## src/rtl/inst_fetch_if.sv

```systemverilog
// Fetch-unit bus bundle: ROM initiator port, redirect input, decode handshake.
// master = fetch unit, slave = ROM/execute/decode side. Optional FETCH_PERF_CNT_EN counters.
interface inst_fetch_if #(
  parameter int ADDR_W = 32,
  parameter int INST_W = 64
);
  logic              rom_ce;
  logic [ADDR_W-1:0] rom_addr;
  logic [INST_W-1:0] rom_inst;
  logic              br_valid;
  logic [ADDR_W-1:0] br_target;
  logic              id_ready;
  logic              if_valid;
  logic [INST_W-1:0] if_inst;
  logic [ADDR_W-1:0] if_pc;
`ifdef FETCH_PERF_CNT_EN
  logic [31:0]       fetch_cnt;
  logic [31:0]       stall_cnt;
`endif

  modport master (
    output rom_ce, rom_addr,
    input  rom_inst,
    input  br_valid, br_target,
    input  id_ready,
    output if_valid, if_inst, if_pc
`ifdef FETCH_PERF_CNT_EN
    , output fetch_cnt, stall_cnt
`endif
  );

  modport slave (
    input  rom_ce, rom_addr,
    output rom_inst,
    output br_valid, br_target,
    output id_ready,
    input  if_valid, if_inst, if_pc
`ifdef FETCH_PERF_CNT_EN
    , input fetch_cnt, stall_cnt
`endif
  );
endinterface

```

## src/rtl/inst_fetch.sv

```systemverilog
// Instruction fetch: drives ROM, buffers words+PC in a 2-entry FIFO for decode.
// Ports: clk, rst (sync, active-high), bus (inst_fetch_if.master). Macro: FETCH_PERF_CNT_EN.
module inst_fetch #(
  parameter int                ADDR_W   = 32,
  parameter int                INST_W   = 64,
  parameter int                PC_STEP  = 16,
  parameter logic [ADDR_W-1:0] RESET_PC = '0
) (
  input logic          clk,
  input logic          rst,
  inst_fetch_if.master bus
);

  typedef enum logic {
    S_IDLE,
    S_RUN
  } state_t;

  state_t            r_state;
  state_t            w_state_nxt;
  logic [ADDR_W-1:0] r_pc;
  logic [1:0]        r_cnt;
  logic [INST_W-1:0] r_inst0;
  logic [INST_W-1:0] r_inst1;
  logic [ADDR_W-1:0] r_pc0;
  logic [ADDR_W-1:0] r_pc1;

  logic w_run;
  logic w_valid;
  logic w_pop;
  logic w_br;
  logic w_fetch;
  logic w_full;

  // Everything is gated by rst so outputs read zero while reset is held.
  assign w_run   = (r_state == S_RUN) & ~rst;
  assign w_full  = (r_cnt == 2'd2);
  assign w_valid = (r_cnt != 2'd0) & ~rst;
  assign w_pop   = w_valid & bus.id_ready;
  assign w_br    = w_run & bus.br_valid;
  assign w_fetch = w_run & (~w_full | w_pop) & ~bus.br_valid;

  always_comb begin
    w_state_nxt  = r_state;
    bus.rom_ce   = 1'b0;
    bus.rom_addr = '0;
    bus.if_valid = 1'b0;
    bus.if_inst  = '0;
    bus.if_pc    = '0;
    case (r_state)
      S_IDLE:  w_state_nxt = S_RUN;
      S_RUN:   w_state_nxt = S_RUN;
      default: w_state_nxt = S_IDLE;
    endcase
    if (w_fetch) begin
      bus.rom_ce   = 1'b1;
      bus.rom_addr = r_pc;
    end
    if (w_valid) begin
      bus.if_valid = 1'b1;
      bus.if_inst  = r_inst0;
      bus.if_pc    = r_pc0;
    end
  end

  always_ff @(posedge clk) begin
    if (rst) begin
      r_state <= S_IDLE;
      r_pc    <= RESET_PC;
      r_cnt   <= 2'd0;
      r_inst0 <= '0;
      r_inst1 <= '0;
      r_pc0   <= '0;
      r_pc1   <= '0;
    end else begin
      r_state <= w_state_nxt;
      if (w_br) begin
        // Redirect flushes the FIFO; a same-cycle pop is dropped.
        r_cnt <= 2'd0;
        r_pc  <= {bus.br_target[ADDR_W-1:4], 4'b0};
      end else begin
        if (w_fetch) begin
          r_pc <= r_pc + ADDR_W'(PC_STEP);
        end
        case ({w_fetch, w_pop})
          2'b11: begin
            if (w_full) begin
              r_inst0 <= r_inst1;
              r_pc0   <= r_pc1;
              r_inst1 <= bus.rom_inst;
              r_pc1   <= r_pc;
            end else begin
              r_inst0 <= bus.rom_inst;
              r_pc0   <= r_pc;
            end
          end
          2'b10: begin
            if (r_cnt == 2'd0) begin
              r_inst0 <= bus.rom_inst;
              r_pc0   <= r_pc;
            end else begin
              r_inst1 <= bus.rom_inst;
              r_pc1   <= r_pc;
            end
            r_cnt <= r_cnt + 2'd1;
          end
          2'b01: begin
            r_inst0 <= r_inst1;
            r_pc0   <= r_pc1;
            r_cnt   <= r_cnt - 2'd1;
          end
          default: ;
        endcase
      end
    end
  end

`ifdef FETCH_PERF_CNT_EN
  logic [31:0] r_fetch_cnt;
  logic [31:0] r_stall_cnt;

  always_ff @(posedge clk) begin
    if (rst) begin
      r_fetch_cnt <= '0;
      r_stall_cnt <= '0;
    end else begin
      if (w_fetch) r_fetch_cnt <= r_fetch_cnt + 32'd1;
      if (w_run & w_full & ~w_pop) r_stall_cnt <= r_stall_cnt + 32'd1;
    end
  end

  assign bus.fetch_cnt = r_fetch_cnt;
  assign bus.stall_cnt = r_stall_cnt;
`endif

endmodule

```

## src/flat_wrapper.sv

```systemverilog
// flat-port wrapper written by rule: the top's interface ports become plain ports
module inst_fetch_flat 
#(
  parameter int                ADDR_W   = 32,
  parameter int                INST_W   = 64,
  parameter int                PC_STEP  = 16,
  parameter logic [ADDR_W-1:0] RESET_PC = '0
)
  (clk, rst, bus_rom_ce, bus_rom_addr, bus_rom_inst, bus_br_valid, bus_br_target, bus_id_ready, bus_if_valid, bus_if_inst, bus_if_pc);
  inst_fetch_if #(.ADDR_W(ADDR_W), .INST_W(INST_W)) bus_i ();
  input logic clk;
  input logic rst;
  output wire logic [$bits(bus_i.rom_ce)-1:0] bus_rom_ce;
  output wire logic [$bits(bus_i.rom_addr)-1:0] bus_rom_addr;
  input wire logic [$bits(bus_i.rom_inst)-1:0] bus_rom_inst;
  input wire logic [$bits(bus_i.br_valid)-1:0] bus_br_valid;
  input wire logic [$bits(bus_i.br_target)-1:0] bus_br_target;
  input wire logic [$bits(bus_i.id_ready)-1:0] bus_id_ready;
  output wire logic [$bits(bus_i.if_valid)-1:0] bus_if_valid;
  output wire logic [$bits(bus_i.if_inst)-1:0] bus_if_inst;
  output wire logic [$bits(bus_i.if_pc)-1:0] bus_if_pc;
  assign bus_rom_ce = bus_i.rom_ce;
  assign bus_rom_addr = bus_i.rom_addr;
  assign bus_i.rom_inst = bus_rom_inst;
  assign bus_i.br_valid = bus_br_valid;
  assign bus_i.br_target = bus_br_target;
  assign bus_i.id_ready = bus_id_ready;
  assign bus_if_valid = bus_i.if_valid;
  assign bus_if_inst = bus_i.if_inst;
  assign bus_if_pc = bus_i.if_pc;
  inst_fetch #(.ADDR_W(ADDR_W), .INST_W(INST_W), .PC_STEP(PC_STEP), .RESET_PC(RESET_PC)) u_core (.clk(clk), .rst(rst), .bus(bus_i));
endmodule
```

## config.mk

```make
export PLATFORM = sky130hd
export DESIGN_NAME = inst_fetch_flat
export DESIGN_NICKNAME = d
export VERILOG_FILES = /design/src/rtl/inst_fetch_if.sv /design/src/rtl/inst_fetch.sv /design/src/flat_wrapper.sv
export SDC_FILE = /design/constraint.sdc
export NUM_CORES = 1
export LEC_CHECK = 0
export CAP_MARGIN = 20
export CORE_ASPECT_RATIO = 0.7
export CORE_UTILIZATION = 47
export CTS_CLUSTER_DIAMETER = 60
export DETAILED_ROUTE_END_ITERATION = 10
export GPL_ROUTABILITY_DRIVEN = 1
export PLACE_DENSITY = 0.73
export SKIP_LAST_GASP = 1
export SYNTH_ARGS = -nofsm -noshare
export SYNTH_HDL_FRONTEND = slang
export SYNTH_SLANG_ARGS = --single-unit
```

## constraint.sdc

```tcl
create_clock -name clk -period 3.2 [get_ports clk]
set_clock_uncertainty 0.1 [all_clocks]
set_input_delay 0.64 -clock clk [delete_from_list [all_inputs] [get_ports clk]]
set_output_delay 0.64 -clock clk [all_outputs]
set_load 0.01 [all_outputs]
```

# After elaboration in Yosys (flattened, before gate mapping)
# Index checks and enable logic that the tools add are counted.
dict set report word_totals {
  regBits 227
  input_bits 100
  output_inout_bits 130
}
dict set report classes {
  n_addsub 3
  eq_ne 7
  muxes 21
  bitwise_logic 11
  n_reduce_logical 9
}
# operator count
set ops {}
lappend ops {{two-way mux 64 bit} 5}
lappend ops {{two-way mux 32 bit} 8}
lappend ops {{case mux 64 bit (3 select lines)} 1}
lappend ops {{case mux 64 bit (2 select lines)} 1}
lappend ops {{case mux 32 bit (3 select lines)} 1}
lappend ops {{case mux 32 bit (2 select lines)} 1}
lappend ops {{adder 32 x 5 -> 32 bit, second input constant} 1}
lappend ops {{nonzero test 2 bit} 4}
lappend ops {{bitwise AND 1 bit} 6}
lappend ops {{equality test 2 bit, second input constant} 3}
lappend ops {{!= test 2 x 1 -> 1 bit, second input constant} 2}
lappend ops {{NOT 1 bit} 4}
lappend ops {{case mux 2 bit (2 select lines)} 1}
lappend ops {{AND reduction 4 bit} 1}
lappend ops {{two-way mux 1 bit} 3}
lappend ops {{AND reduction 3 bit} 1}
lappend ops {{nonzero test 3 bit} 1}
lappend ops {{adder 2 x 1 -> 2 bit, second input constant} 1}
lappend ops {{equality test 2 x 1 -> 1 bit, second input constant} 1}
lappend ops {{zero test 2 bit} 1}
lappend ops {{!= test 2 bit, second input constant} 1}
lappend ops {{OR reduction 2 bit} 1}
lappend ops {{subtractor 2 x 1 -> 2 bit, second input constant} 1}
lappend ops {{OR 1 bit} 1}

# Logic depth before layout (Yosys ltp)
# Gate-level depths: netlist of the first run.
dict set report logic_depth {
  ltp_word 9
  mapped_depth 15
}

# Least setup slack after synthesis of the first run
# OpenSTA, ideal clock, no wires.
dict set report synth_path {
  kind {input to register}
  from {input rst}
  to {register u_core.r_inst0[0]}
  setup_time_ps 70
  arrival_time_ps 3243
  t_required_ps 3030
  slack_ps -213
  cell_stages 12
  n_path_buf 5
  cell_sequence {or3b_1 > buf_2 > nor2_1 > ha_1 > clkbuf_1 > o21ai_0 > nand3b_1 > buf_2 > clkbuf_1 > clkbuf_1 > nand2_1 > a21oi_1}
}
dict set report synth_between {
  elab_chain_len 9
  elab_cells_between_ends 16
}
# item line_no
set synth_rtl {}
lappend synth_rtl {{start, declared} flat_wrapper.sv:12} ;# input logic rst;
lappend synth_rtl {{NOT 1 bit} {inst_fetch.sv:36, inst_fetch.sv:38}}
lappend synth_rtl {{bitwise AND 1 bit} inst_fetch.sv:38} ;# assign w_valid = (r_cnt != 2'd0) & ~rst;
lappend synth_rtl {{bitwise AND 1 bit} inst_fetch.sv:39} ;# assign w_pop = w_valid & bus.id_ready;
lappend synth_rtl {{OR 1 bit} inst_fetch.sv:41} ;# assign w_fetch = w_run & (~w_full | w_pop) & ~bus.br_valid;
lappend synth_rtl {{bitwise AND 1 bit (2 in a row)} inst_fetch.sv:41}
lappend synth_rtl {{equality test 2 bit or equality test 2 x 1 -> 1 bit (tied branches)} inst_fetch.sv:85} ;# case ({w_fetch, w_pop})
lappend synth_rtl {{!= test 2 x 1 -> 1 bit (no source line) or nonzero test 3 bit (tied branches)} -}
lappend synth_rtl {{AND reduction 3 bit (no source line)} -}
lappend synth_rtl {{end signal, assigned} inst_fetch.sv:88} ;# r_inst0 <= r_inst1;
lappend synth_rtl {{end signal, assigned} inst_fetch.sv:93} ;# r_inst0 <= bus.rom_inst;
lappend synth_rtl {{end signal, assigned} inst_fetch.sv:99} ;# r_inst0 <= bus.rom_inst;
lappend synth_rtl {{end, declared} inst_fetch.sv:23} ;# logic [INST_W-1:0] r_inst0;
# Several ways; a longest one is shown, not always the timed one.
# A chain may end at the register's enable or synchronous reset.

# Worst setup path in the final report of the first run
dict set report layout_path {
  from {input bus_br_valid}
  to {output bus_rom_addr[27]}
}
dict set report layout_between {
  elab_chain_len 3
}
# item line_no
set layout_rtl {}
lappend layout_rtl {{start, declared} flat_wrapper.sv:16} ;# input wire logic [$bits(bus_i.br_valid)-1:0] bus_br_valid;
lappend layout_rtl {{NOT 1 bit} inst_fetch.sv:41}
lappend layout_rtl {{bitwise AND 1 bit} inst_fetch.sv:41}
lappend layout_rtl {{two-way mux 32 bit} inst_fetch.sv:55} ;# if (w_fetch) begin
lappend layout_rtl {{end, declared} flat_wrapper.sv:14} ;# output wire logic [$bits(bus_i.rom_addr)-1:0] bus_rom_addr;
# No other way between the ends.

==> results of run 1 <==
cells by family after synthesis:
group / share of synthesized area, %
flip-flops: 38.6
XOR/XNOR: 0.628
buffers and inverters: 6.58
AO/OA/AOI/OAI: 25.7
other: 0.0336
multiplexers: 0.101
AND/OR/NAND/NOR: 27.8
adder cells (fa/ha/maj): 0.561
stage by stage:
step                      TNS (ns)  total power (uW)  hold slack [ns]
after floorplan              -4.19              3270            0.332
after CTS                        0              6050            0.352
after global routing        -0.231              6240            0.364
after global placement      -0.157              3590            0.339
after detailed placement    -0.853              3610            0.343
final                      -0.0191              6040            0.349
power by group through the flow:
stage	logic [uW]	clock network (uW)	registers (uW)
global route	787	2590	2860
detailed placement	706	0	2900
finish	721	2470	2850
floorplan	414	0	2860
global placement	693	0	2900
CTS	709	2500	2840
cell type report:
cell class	instances	area (um^2)
fill	1980	8530
antenna	1	2.50
inverter	7	26.3
tap	312	390
sequential	215	4310
multi-input combinational	1106	6200
timing repair buffer	273	2860
clock buffer	29	566
clock inverter	7	88.8
metal layers:
metal  up-vias  wire, um  global-route usage [%]
met2       491     15400                    43.5
met3        46      3550                    6.37
met4         0       522                    7.23
li1       5551         -                       -
met1      5617     16100                    39.5
met5         -         0                       0
flip-flops by register name (all words and copies together), names as in the netlist:
signal / cells
u_core.r_cnt: 2
u_core.r_inst0: 64
u_core.r_inst1: 64
u_core.r_pc: 28
u_core.r_pc0: 28
u_core.r_pc1: 28
u_core.r_state: 1
cells in the mapped netlist, drive strengths merged (2+ instances only):
library cell and instances:
a2bb2oi 2, and2 95, inv 7, a311o 77, o21ai 21, ha 5, xor2 3, nand3b 3
xnor2 5, and3 27, clkbuf 144, nand2 433, nor4b 2, nand4 11, a32oi 3, o2111ai 2
and4 3, dfxtp 215, nand4bb 2, or4b 2, nor4 3, a31oi 12, nor3 19, a221oi 92
nor3b 3, a211oi 3, o21bai 2, or4 13, o31ai 11, buf 28, or3b 3, or3 4
o211ai 2, nor2 34, a21oi 176, nand3 17
layout by cell type (no fill, tap or decap), drive strengths merged, types with 4 or more instances in the layout:
master | netlist | layout
inv | 7 | 8
nor3 | 19 | 19
a21oi | 176 | 176
a221oi | 92 | 92
nand3 | 17 | 17
xnor2 | 5 | 5
buf | 28 | 56
nand4 | 11 | 11
and2 | 95 | 95
o31ai | 11 | 11
nor2 | 34 | 34
a311o | 77 | 77
clkbuf | 144 | 30
ha | 5 | 5
a31oi | 12 | 12
or4 | 13 | 13
or3 | 4 | 4
and3 | 27 | 27
nand2 | 433 | 433
conb | 1 | 8
dfxtp | 215 | 215
clkinv | 0 | 4
o21ai | 21 | 21
clkdlybuf4s50 | 0 | 215
repair_timing:
| action | 4_1_cts | 5_1_grt |
|---|---|---|
| gates cloned | 0 | 1 |
| resized for setup | 1 | 7 |
| endpoints found under the setup margin | 80 | 52 |
worst max-delay path by stage:
stage | end | slack, ns
2_1_floorplan | u_core.r_inst0[0]$_SDFFE_PP0P_ | -0.06
3_3_place_gp | u_core.r_pc0[31]$_SDFFE_PP0P_ | -0.02
3_5_place_dp | u_core.r_inst0[13]$_SDFFE_PP0P_ | -0.08
4_1_cts | bus_rom_addr[27] | 0.008
5_1_grt | bus_rom_addr[27] | -0.07
6_report | bus_rom_addr[27] | -0.02
tightest hold or removal path, stage by stage, from the launching register on:
cell and delay (ns):
dfxtp_1 0.30, nand2_1 0.05, a21oi_1 0.05
==> results.txt, run 1 <==
----------------------------------------------------
[Worst setup path]
  Beginning of the worst register-to-register path ... u_core.r_cnt[0]$_SDFFE_PP0N_
  Cell with the largest stage delay on the worst path ... clkdlybuf4s50_1
  Required time reported for the critical path endpoint ... around 2.5 ns
  Path type of the worst setup path ... in -> out
  Sort of element at the end of the critical path ... output port
  Reg-to-reg critical path endpoint ... u_core.r_inst0[13]$_SDFFE_PP0P_
  Kind of cell with the highest combined delay on the critical path ... buffers and inverters
  Setup crit start kind ... input pin
  Reg2reg path depth ... 9
  Endpoint arrival time on the critical path ... between 2 and 2.5 ns
  Worst path most repeated cell ... clkdlybuf4s50_1
  Ordered list of cells on the worst path ... clkdlybuf4s50_1 > buf_4 > nor3b_4 > buf_6 > nand3_1 > inv_1 > clkdlybuf4s50_1
  Register-to-register setup slack ... ~0.48 ns
  Worst-path maximum fanout ... 13
  Critical path buffer and inverter count ... 5
  Crit. Startpoint ... bus_br_valid
  Worst path max stage delay ... ~0.55 ns
  Logic depth of the worst setup path including buffers ... 7

[Routing]
  Post-detailed-routing wire length ... approximately 36 mm
  Routed via count divided by cell count ... about 6.0
  Detailed router's first-iteration violation count ... approximately 1.3k
  Total number of vias ... 11.7k
  Routed wirelength normalized by instance count ... about 18 um
  Count of nets left with antenna violations after detail routing ... 0
  Iteration count of the initial detailed-routing pass ... 6
  Detailed-route DRC error count ... 0

[Cells and area]
  Share of layout cells above drive strength 1 ... between 6 and 7%
  Relative area change from synthesis to final layout ... 29.5%
  Layout Nets ... about 1.7k
  Non-Filler Cell Area, Final ... about 14000 um^2
  Final instance count without filler cells ... approximately 2k
  Post-layout util ... between 60% and 70%

[Synth]
  Number of warning messages in the yosys log ... 0
  Proportion of synthesized flip-flops having asynchronous set or reset ... 0%
  Portion of synthesized cell area occupied by the leading cell type ... between 30% and 40%
  Instance count of the mapped netlist ... between 1k and 1.5k
  Cell types occupying the most area after synthesis ... dfxtp_1, nand2_1, a21oi_1
  Number of storage elements in the synthesis netlist ... about 220
  Share of the yosys chip area belonging to registers ... between 30% and 40%
  Most area-hungry cell type in the Yosys netlist ... dfxtp_1
  Unique cell type count in the Yosys netlist ... 51
  Number of flops mapped to enable cells by yosys ... 0
  Most instantiated flip-flop cell in the synthesis netlist ... dfxtp_1
  Syn Std Cell Area ... around 11000 um^2
  Syn_area_per_cell ... approximately 7.5 um^2

[Die]
  Initial Util ... ~49%
  Die height ... between 100 and 150 um
  Die Outline Area ... between 20000 and 25000 um^2
  Standard cell core area ... between 20000 and 25000 um^2
  Number of top-level pins ... 230
  Die X ... 186 um
  Cell row count ... between 40 and 50

[CTS]
  Clock tree from TritonCTS ... yes
  Clock tree buffer depth ... 3
  Setup repair bufs after CTS ... 0
  Root buffer selected by CTS ... clkbuf_16
  Number of H-tree levels ... 1
  Reg clk slew, reported paths ... ~0.06 ns
  Clock network latency to the later pin of the worst-skew pair ... ~0.51 ns
  # hold bufs at CTS ... 0
  Clock sink total ... around 220
  Number of buffers added by the clock tree synthesis step ... 21

[Placement]
  Number of cells after detailed placement ... about 1.9k
  Post-place setup slack ... -0.0755 ns
  Half-perimeter wire length of the detailed placement result ... 21.8 mm
  DP Area ... about 14000 um^2
  Gpl congestion ... between 0.8 and 0.9
  Quantity of I/O buffers inserted on ports ... between 200 and 250

[GRT]
  First-pass GRT wire length ... 55.4 mm
  Overall overflow remaining after global route ... 0
  Largest net degree at the start of global routing ... around 100
  Number of global-route vias before repair ... 10.7k
  Total Routing Usage GR ... between 20% and 30%
  Antenna violations before repair ... 1

[Power and ir drop]
  Reported leakage power ... roughly 0.005 uW
  Total power per unit cell area ... between 400 and 500 nW/um^2
  Combinational fraction of design power ... 11.9%
  Seq pwr share ... between 40% and 50%
  Net Sw Frac ... between 20% and 30%
  Worst vdd rail ir drop ... approximately 0.38 mV
  NetSw ... 1550 uW
  Cell Int Power ... 4490 uW
  Clk pwr share ... about two fifths

[Status]
  Violations in the final reports ... setup timing
  Run status ... finished, violations left

[STA]
  Setup slack after layout ... -0.0191 ns
  Fmax achieved ... around 310 MHz
  Count of endpoints failing hold in the final timing report ... 0
  Period utilization ... 101%
  Setup-failing EPs final ... 1
  Tightest Pin Transition ... ~1.1 ns
  Crit path time final ... 3.22 ns
  Fin. max-slew vios ... 0
  RSZ-0062 raised after global routing ... true
  Headroom to the max-slew limit ... roughly 25%

[Min path]
  Min-delay worst type ... reg -> reg
  Startpoint of the most critical hold path ... u_core.r_inst0[6]$_SDFFE_PP0P_
  Number of cells traversed by the worst hold path ... 2
  Min-Delay Endpoint ... u_core.r_inst0[6]$_SDFFE_PP0P_

[Flow run]
  Maxcap violations ... 0

----------------------------------------------------
No activity file was read; power rests on OpenSTA's default activity.
==> inputs of run 2 (changes only) <==
Settings changed: CORE_MARGIN from default to 10, CTS_CLUSTER_DIAMETER 60 to 200.
==> run 2 against run 1 <==
Effect of this change:
- the run still ends with setup timing left
- clock-buffer cell count rose by 4
- global-route usage fell by 5.0 points
- clock power rose by 6%
- die area rose by 25%
- sequential power barely moved
- fmax barely moved
- combinational power barely moved
- critical path type unchanged
- largest power group unchanged
- highest routed layer is now met5
==> results.txt, run 2 (synthesized netlist as in run 1, its figures left out) <==
----------------------------------------------------
[Routing]
  Iteration count of the initial detailed-routing pass ... 7
  Total number of vias ... between 10k and 15k
  Detailed-route DRC error count ... 0
  Detailed router's first-iteration violation count ... ~1.1k
  Count of nets left with antenna violations after detail routing ... 0
  Post-detailed-routing wire length ... around 38 mm
  Routed wirelength normalized by instance count ... slightly below 20 um
  Routed via count divided by cell count ... between 5 and 6

[GRT]
  Antenna violations before repair ... 2
  Overall overflow remaining after global route ... 0
  First-pass GRT wire length ... 58.8 mm
  Total Routing Usage GR ... about 23%
  Number of global-route vias before repair ... between 10k and 15k
  Largest net degree at the start of global routing ... 193

[STA]
  Fmax achieved ... roughly 310 MHz
  Period utilization ... 101%
  Sum of negative setup slack ... -0.0212 ns
  RSZ-0062 raised after global routing ... true
  Crit path time final ... between 3 and 4 ns
  Setup-failing EPs final ... 1
  Fin. max-slew vios ... 0
  Setup slack after layout ... -0.0212 ns
  Count of endpoints failing hold in the final timing report ... 0
  Headroom to the max-slew limit ... between 20% and 30%
  Tightest Pin Transition ... 1.06 ns

[Cells and area]
  Share of layout cells above drive strength 1 ... between 6 and 7%
  Final antenna diode count ... 0
  Relative area change from synthesis to final layout ... 31.2%
  Layout Nets ... around 1.7k
  Most common cell after layout, fill and taps aside ... nand2_1
  Final instance count without filler cells ... roughly 2.0k
  Top Registers ... u_core.r_inst0 (64), u_core.r_inst1 (64)
  Non-Filler Cell Area, Final ... about 15000 um^2
  Top library cells by usage in the layout, fill and taps aside ... nand2_1, dfxtp_1, clkdlybuf4s50_1

[CTS]
  Number of H-tree levels ... 1
  Clock tree buffer depth ... 3
  Root buffer selected by CTS ... clkbuf_16
  Reg clk slew, reported paths ... 0.06 ns
  Clock sink total ... between 200 and 250
  Clock tree from TritonCTS ... yes
  Number of buffers added by the clock tree synthesis step ... 22
  Clock network latency to the later pin of the worst-skew pair ... 0.51 ns

[Power and ir drop]
  Reported leakage power ... 0.00541 uW
  Worst vdd rail ir drop ... ~0.42 mV
  Total power per unit cell area ... 424 nW/um^2

[Die]
  Die height ... approximately 150 um
  Die Outline Area ... 30400 um^2
  Initial Util ... between 40 and 50%
  Cell row count ... 47
  Standard cell core area ... between 20000 and 25000 um^2
  Die X ... a little over 200 um
  Number of top-level pins ... between 200 and 250

[Placement]
  Half-perimeter wire length of the detailed placement result ... 24.3 mm
  Quantity of I/O buffers inserted on ports ... about 220
  Number of cells after detailed placement ... between 1.5k and 2k
  DP Area ... roughly 14000 um^2
  Gpl congestion ... approximately 0.89
  Post-place setup slack ... -0.162 ns

[Worst setup path]
  Endpoint arrival time on the critical path ... 2.48 ns
  Setup crit start kind ... input pin
  Worst-path maximum fanout ... 13
  Path type of the worst setup path ... in -> out
  Required time reported for the critical path endpoint ... 2.46 ns
  Sort of element at the end of the critical path ... output port

[Flow run]
  Maxcap violations ... 0

[Min path]
  Min-delay worst type ... in -> reg

[Status]
  Violations in the final reports ... setup timing
  Run status ... finished, violations left

----------------------------------------------------
==> run 2: cell count changes in the layout (fill, tap and decap cells not counted), moves of 2 or more <==
cell	change
clkbuf_16	+2
buf_4	+6
clkbuf_1	-3
dlygate4sd2_1	+2
dlymetal6s2s_1	+22
clkinv_2	-2
clkinvlp_4	+2
clkbuf_8	+5
clkdlybuf4s50_1	-24
==> run 2: worst paths after layout <==
path                                                   start                              end  slack [ns]  cells past startpoint
worst max-delay path                            bus_br_valid                 bus_rom_addr[27]       -0.02                      7
worst min register to register  u_core.r_pc0[6]$_SDFFE_PP0P_     u_core.r_pc0[6]$_SDFFE_PP0P_        0.35                      2
worst min-delay path                                     rst    u_core.r_pc1[31]$_SDFFE_PP0P_        0.27                      2
worst max register to register  u_core.r_cnt[1]$_SDFFE_PP0N_  u_core.r_inst0[29]$_SDFFE_PP0P_        0.51                     12
==> run 2: final cells by class <==
cell class              count  area [um^2]
inverters                   7         26.3
well taps                 318          398
clock inverters             6         63.8
repair buffers            279         2960
flip-flops and latches    215         4310
multi-input cells        1106         6200
fillers                  2062         8840
clock buffers              33          673
==> run 2: repair_timing <==
| item | 4_1_cts | 5_1_grt |
|---|---|---|
| setup endpoints to repair | 5 | 30 |
| cloned | 0 | 1 |
| pin swaps | 0 | 1 |
| gates resized for setup | 4 | 27 |
| hold buffers | 0 | 0 |
| buffers inserted | 0 | 2 |
==> run 2: power breakdown <==
part           leakage, uW  switching [uW]  internal (uW)
registers          0.00174            92.3           2760
logic              0.00331             391            327
clock network     0.000358            1100           1540
total              0.00541            1580           4620
==> run 2: per-stage QoR <==
step	utilization (%)	total power (uW)	hold slack, ns
after floorplan	-	3270	0.332
after global placement	58.7	3590	0.338
after detailed placement	58.7	3610	0.343
after CTS	61.9	6230	0.251
after global routing	62.3	6420	0.283
final	62.3	6200	0.275
==> run 2: worst max-delay path, stage by stage <==
cell             delay [ns]
clkdlybuf4s50_1        0.47
buf_4                  0.19
nor3b_4                0.26
buf_6                  0.19
nand3_1                0.10
inv_1                  0.08
clkdlybuf4s50_1        0.56
==> run 2: per-layer routing <==
| metal | track usage (%) | wire length [um] | part of all wire (%) | up-vias |
|---|---|---|---|---|
| met5 | 1.13 | 66 | 0.17 | - |
| met4 | 4.95 | 615 | 1.6 | 6 |
| met3 | 5.36 | 3720 | 9.8 | 49 |
| met2 | 35.1 | 16500 | 44 | 491 |
| met1 | 32.8 | 17000 | 45 | 5656 |
| li1 | - | - | - | 5571 |
